--- src/rtl/apb_txn_scheduler.sv ---
// APB-side sequencer of the AXI-to-APB bridge: round-robin pick between the write and
// read request FIFOs, one APB SETUP/ACCESS transfer at a time, result pushed to a response FIFO.
module apb_txn_scheduler #(
    parameter int ADDR_W  = 32,
    parameter int DATA_W  = 32,
    parameter int TIMEOUT = 0
) (
    input  logic              APB_clk,
    input  logic              APB_rst,
    input  logic              wr_req_empty,
    input  logic [ADDR_W-1:0] wr_req_addr,
    input  logic [DATA_W-1:0] wr_req_data,
    output logic              wr_req_rinc,
    input  logic              rd_req_empty,
    input  logic [ADDR_W-1:0] rd_req_addr,
    output logic              rd_req_rinc,
    input  logic              rd_data_full,
    output logic              rd_data_winc,
    output logic [DATA_W:0]   rd_data_wdata,
    input  logic              wr_resp_full,
    output logic              wr_resp_winc,
    output logic              wr_resp_err,
    output logic [ADDR_W-1:0] PADDR,
    output logic              PWRITE,
    output logic              PSEL,
    output logic              PENABLE,
    output logic [DATA_W-1:0] PWDATA,
    input  logic [DATA_W-1:0] PRDATA,
    input  logic              PREADY,
    input  logic              PSLVERR,
    output logic [1:0]        dbg_state_o
);

    localparam int CW      = (TIMEOUT > 0) ? $clog2(TIMEOUT + 1) : 1;
    localparam int TO_LAST = (TIMEOUT > 0) ? TIMEOUT - 1 : 0;
    localparam logic [CW-1:0] TO_LAST_W = CW'(TO_LAST);

    typedef enum logic [1:0] {
        IDLE   = 2'd0,
        SETUP  = 2'd1,
        ACCESS = 2'd2,
        RESP   = 2'd3
    } state_e;

    state_e            state_q, state_d;
    logic              last_wr_q, last_wr_d;
    logic [ADDR_W-1:0] paddr_q, paddr_d;
    logic              pwrite_q, pwrite_d;
    logic [DATA_W-1:0] pwdata_q, pwdata_d;
    logic [DATA_W-1:0] rdata_q, rdata_d;
    logic              err_q, err_d;
    logic [CW-1:0]     wait_q, wait_d;

    logic wr_elig, rd_elig, grant_wr, grant_rd;
    logic wr_rinc_c, rd_rinc_c, rd_winc_c, wr_winc_c, psel_c, penable_c;

    assign wr_elig  = !wr_req_empty && !wr_resp_full;
    assign rd_elig  = !rd_req_empty && !rd_data_full;
    // On a tie the side that did not win last time goes first.
    assign grant_wr = wr_elig && (!rd_elig || !last_wr_q);
    assign grant_rd = rd_elig && (!wr_elig || last_wr_q);

    always_comb begin
        state_d   = state_q;
        last_wr_d = last_wr_q;
        paddr_d   = paddr_q;
        pwrite_d  = pwrite_q;
        pwdata_d  = pwdata_q;
        rdata_d   = rdata_q;
        err_d     = err_q;
        wait_d    = wait_q;
        wr_rinc_c = 1'b0;
        rd_rinc_c = 1'b0;
        rd_winc_c = 1'b0;
        wr_winc_c = 1'b0;
        psel_c    = 1'b0;
        penable_c = 1'b0;
        case (state_q)
            IDLE: begin
                if (grant_wr) begin
                    wr_rinc_c = 1'b1;
                    paddr_d   = wr_req_addr;
                    pwdata_d  = wr_req_data;
                    pwrite_d  = 1'b1;
                    last_wr_d = 1'b1;
                    state_d   = SETUP;
                end else if (grant_rd) begin
                    rd_rinc_c = 1'b1;
                    paddr_d   = rd_req_addr;
                    pwdata_d  = '0;
                    pwrite_d  = 1'b0;
                    last_wr_d = 1'b0;
                    state_d   = SETUP;
                end
            end
            SETUP: begin
                psel_c  = 1'b1;
                wait_d  = '0;
                state_d = ACCESS;
            end
            ACCESS: begin
                psel_c    = 1'b1;
                penable_c = 1'b1;
                // PREADY is checked first so a completion on the last allowed cycle is not an abort.
                if (PREADY) begin
                    rdata_d = pwrite_q ? '0 : PRDATA;
                    err_d   = PSLVERR;
                    state_d = RESP;
                end else if ((TIMEOUT > 0) && (wait_q == TO_LAST_W)) begin
                    rdata_d = '0;
                    err_d   = 1'b1;
                    state_d = RESP;
                end else begin
                    wait_d = wait_q + 1'b1;
                end
            end
            RESP: begin
                rd_winc_c = !pwrite_q;
                wr_winc_c = pwrite_q;
                state_d   = IDLE;
            end
            default: state_d = IDLE;
        endcase
    end

    always_ff @(posedge APB_clk or posedge APB_rst) begin
        if (APB_rst) begin
            state_q   <= IDLE;
            last_wr_q <= 1'b1;
            paddr_q   <= '0;
            pwrite_q  <= 1'b0;
            pwdata_q  <= '0;
            rdata_q   <= '0;
            err_q     <= 1'b0;
            wait_q    <= '0;
        end else begin
            state_q   <= state_d;
            last_wr_q <= last_wr_d;
            paddr_q   <= paddr_d;
            pwrite_q  <= pwrite_d;
            pwdata_q  <= pwdata_d;
            rdata_q   <= rdata_d;
            err_q     <= err_d;
            wait_q    <= wait_d;
        end
    end

    // The pop is decoded from IDLE and the live flags, so it is masked while reset is held.
    assign wr_req_rinc   = wr_rinc_c && !APB_rst;
    assign rd_req_rinc   = rd_rinc_c && !APB_rst;
    assign rd_data_winc  = rd_winc_c;
    assign wr_resp_winc  = wr_winc_c;
    assign rd_data_wdata = {err_q, rdata_q};
    assign wr_resp_err   = err_q;
    assign PADDR         = paddr_q;
    assign PWRITE        = pwrite_q;
    assign PWDATA        = pwdata_q;
    assign PSEL          = psel_c;
    assign PENABLE       = penable_c;
    assign dbg_state_o   = state_q;

endmodule

--- config.mk ---
export PLATFORM = sky130hd
export DESIGN_NAME = apb_txn_scheduler
export DESIGN_NICKNAME = d
export VERILOG_FILES = /design/src/rtl/apb_txn_scheduler.sv
export SDC_FILE = /design/constraint.sdc
export NUM_CORES = 1
export LEC_CHECK = 0
export ABC_AREA = 1
export ABC_CLOCK_PERIOD_IN_PS = 11400
export BUFFER_PORTS_ARGS = -buffer_cell sky130_fd_sc_hd__buf_4
export CAP_MARGIN = 20
export CORE_MARGIN = 2
export CORE_UTILIZATION = 45
export DETAILED_ROUTE_END_ITERATION = 10
export PLACE_DENSITY_LB_ADDON = 0.25
export REMOVE_ABC_BUFFERS = 1
export SYNTH_ARGS = -nofsm -noshare
export SYNTH_HDL_FRONTEND = slang
export SYNTH_SLANG_ARGS = --single-unit
export TNS_END_PERCENT = 10
--- constraint.sdc ---
create_clock -name APB_clk -period 11.4 [get_ports APB_clk]
set_input_delay 2.28 -clock APB_clk [delete_from_list [all_inputs] [get_ports APB_clk]]
set_output_delay 2.28 -clock APB_clk [all_outputs]
set_load 0.05 [all_outputs]
==> summary.txt <==
Clock tree
  – Clock buffer depth: 2
  – Clk sinks: 101
  – CTS tree: built
  – Post-CTS sizing: 0
  – Hold_buf cts: 0
  – CTS Buf Count: 9
  – Root buffer cell: clkbuf_8
  – Clock Pin Slew Worst Setup and Hold Paths: 0.09 ns
  – Post-CTS Setup Bufs: 0
  – # H-tree levels: 3
  – Clk_lat worst skew: 0.36 ns

Setup path
  – Setup Crit Path Kind: primary input to output port
  – CP bufs+invs: 2
  – CP top delay family: simple AND/OR/NAND/NOR gates
  – Worst path most repeated cell: buf_4
  – Critical Path Start Type: primary input
  – CP max stage cell: nand3_2
  – Req. time, crit path: 9.12 ns
  – Crit Path Max Fanout: 35
  – CP endpoint kind: output port
  – Arr. time, crit path: 3.93 ns
  – CP peak stage delay: 0.61 ns
  – Ordered cell list for the critical path: buf_4 > nor2_4 > nand2_2 > nand3_2 > nor2_1 > buf_4

GRT
  – Number of global-route vias before repair: 4392
  – First-pass GRT wire length: 20280 µm
  – Largest net degree at the start of global routing: 75
  – Grt ovf: 0
  – Total GRT Usage: 22.64%
  – Initial antenna violation count: 0

Yosys
  – Post-synth EDFFs: 0
  – Predominant post-synthesis flop cell: dfrtp_1
  – Post-synthesis sequential area ratio: 54.53%
  – Mapped Cells: 588
  – Netlist Area Pre-Place: 4637 µm²
  – Leading area contributor after synthesis: dfrtp_1
  – Synth warn: 0
  – Area contributors post-synth: dfrtp_1 54%, nand2_1 16%, inv_1 8.5%, nand3_1 7.2%, o21ai_0 6.4%
  – Async S/R FF share, synth: 100.0%
  – Syn_area_per_cell: 7.886 µm²
  – Share of the synthesized area in the top cell type: 53.97%
  – Most numerous cell in the Yosys netlist: nand2_1
  – Synth cell count leaders: 202 x nand2_1, 105 x inv_1, 100 x dfrtp_1, 67 x nand3_1, 59 x o21ai_0
  – FF+latch count, synth: 101
  – Synth unique cells: 22

STA
  – Final Cycle Share: 54.51%
  – Final setup viols: 0
  – RSZ-0062 raised after global routing: false
  – Max Clock Skew: 0.01419 ns
  – Max transition margin: 35.01%
  – Fmax: 160.9 MHz
  – Setup TNS: 0 ns
  – Minimum period implied by the final worst setup slack: 6.214 ns
  – Final Hold Vio Count: 0
  – Slew @ Worst Pin: 0.9714 ns
  – Pins Over Slew Limit: 0

Drt
  – Drt total wl: 12670 µm
  – Routed vias: 4501
  – ANT nets after route: 0
  – DR iter-0 viols: 241
  – DRC Markers: 0
  – Drt wl/cell: 13.29 µm
  – Vias per inst: 4.723
  – First-pass detailed-route iteration total: 4

Run
  – Maxcap violations: 0

Floorplanning
  – Die Span Y: 105.5 µm
  – I/O pins: 243
  – Total Die Area: 11130 µm²
  – Starting Density: 45.53%
  – Die X: 105.5 µm
  – Num rows: 37
  – Std-Cell Core Area: 10180 µm²

Finish
  – Ant diodes: 0
  – Area delta synth->final: 44.79%
  – Nets: 951
  – Share of cells above drive strength 1: 33.17%

Place
  – Placer congestion estimate: 0.8279
  – Port Buffers: 242
  – HPWL after DPL: 9357 µm

Power
  – VDD IR max: 212.4 µV
  – Pwr dens: 319.1 nW/µm²
  – Leakage power: 3.940 nW
  – Pwr Total: 2.143 mW

Status
  – Outcome: complete, no violations

Hold path
  – Min-delay worst type: flop to flop
flip-flops by register name (all words and copies together), names as in the netlist:
signal and flops:
PWRITE 1, wr_resp_err 1, PADDR 32, last_wr_q 1, PWDATA 32, rdata_q 32
dbg_state_o 2
stage by stage:
stage	instance area [µm²]	util (%)	hold slack, ns	instances	setup WS, ns
final	6714	65.92	0.4873	953	5.186
after global routing	6714	65.92	0.5102	953	4.999
after CTS	6686	65.65	0.4923	952	5.152
after detailed placement	6500	63.82	0.4670	936	5.161
after global placement	6500	63.82	0.4678	936	5.189
after floorplan	4493	-	0.4899	556	3.700
worst register-to-register path, stage by stage (launching register included):
cell	delay [ns]
dfrtp_1	0.41
inv_1	0.09
ha_1	0.24
nand2_2	0.72
mux2_2	0.43
where the power goes:
| part | internal (mW) | switching [mW] | total [mW] |
|---|---|---|---|
| Sequential | 0.531 | 0.106 | 0.636 |
| Combinational | 0.364 | 0.930 | 1.29 |
| Clock | 0.0834 | 0.129 | 0.212 |
cells by family after synthesis:
group,count (synthesis),synth area share (%)
flops,101,54.53
buf+inv,137,11.60
mux,1,0.2428
compound gates,68,7.582
fa+ha+maj,3,0.8096
simple gates,278,25.23
routing by layer:
metal / track usage [%] / wire (µm) / vias up
met5: 0 / 0 / -
met4: 8.835 / 345 / 0
met3: 5.937 / 970 / 26
met2: 38.57 / 6382 / 181
met1: 27.49 / 4969 / 2068
li1: - / - / 2226
final timing paths:
kind                           startpoint          end  slack (ns)  depth (start not counted)
min                             PADDR[25]    PADDR[25]        0.49                          2
max in group asynchronous         APB_rst    PWDATA[2]        8.25                          3
max                          rd_data_full  wr_req_rinc        5.19                          6
min in group asynchronous         APB_rst   PWDATA[11]        1.90                          2
min reg2reg                     PADDR[25]    PADDR[25]        0.49                          2
max reg2reg                dbg_state_o[0]  wr_resp_err        9.43                          4
placed cells by master (no fill, tap or decap):
| master | instances |
|---|---|
| o21ai_1 | 7 |
| nand3_1 | 67 |
| o21ai_4 | 1 |
| o21ai_0 | 59 |
| clkinv_4 | 3 |
| mux2_2 | 1 |
| nor2_1 | 3 |
| nand3_2 | 1 |
| a21oi_1 | 1 |
| dfstp_2 | 1 |
| clkinv_8 | 1 |
| nor2_8 | 1 |
| inv_6 | 1 |
| nor2_4 | 2 |
| clkinvlp_4 | 1 |
| buf_16 | 1 |
| nand2_1 | 201 |
| dfrtp_1 | 100 |
| ha_1 | 3 |
| buf_4 | 244 |
| inv_1 | 104 |
| clkbuf_8 | 9 |
| clkbuf_1 | 1 |
| nand2_2 | 2 |
| or2_2 | 1 |
| inv_4 | 1 |
layout make-up:
class                      count  area [µm²]
tap                          136       170.2
inverter                     105       396.6
sequential                   101        2529
clock buffer                  10       127.6
fill                         898        3471
clock inverter                 6       58.81
timing repair buffer         245        1859
multi-input combinational    350        1573
Note: power is estimated with default switching activity, not from simulation.
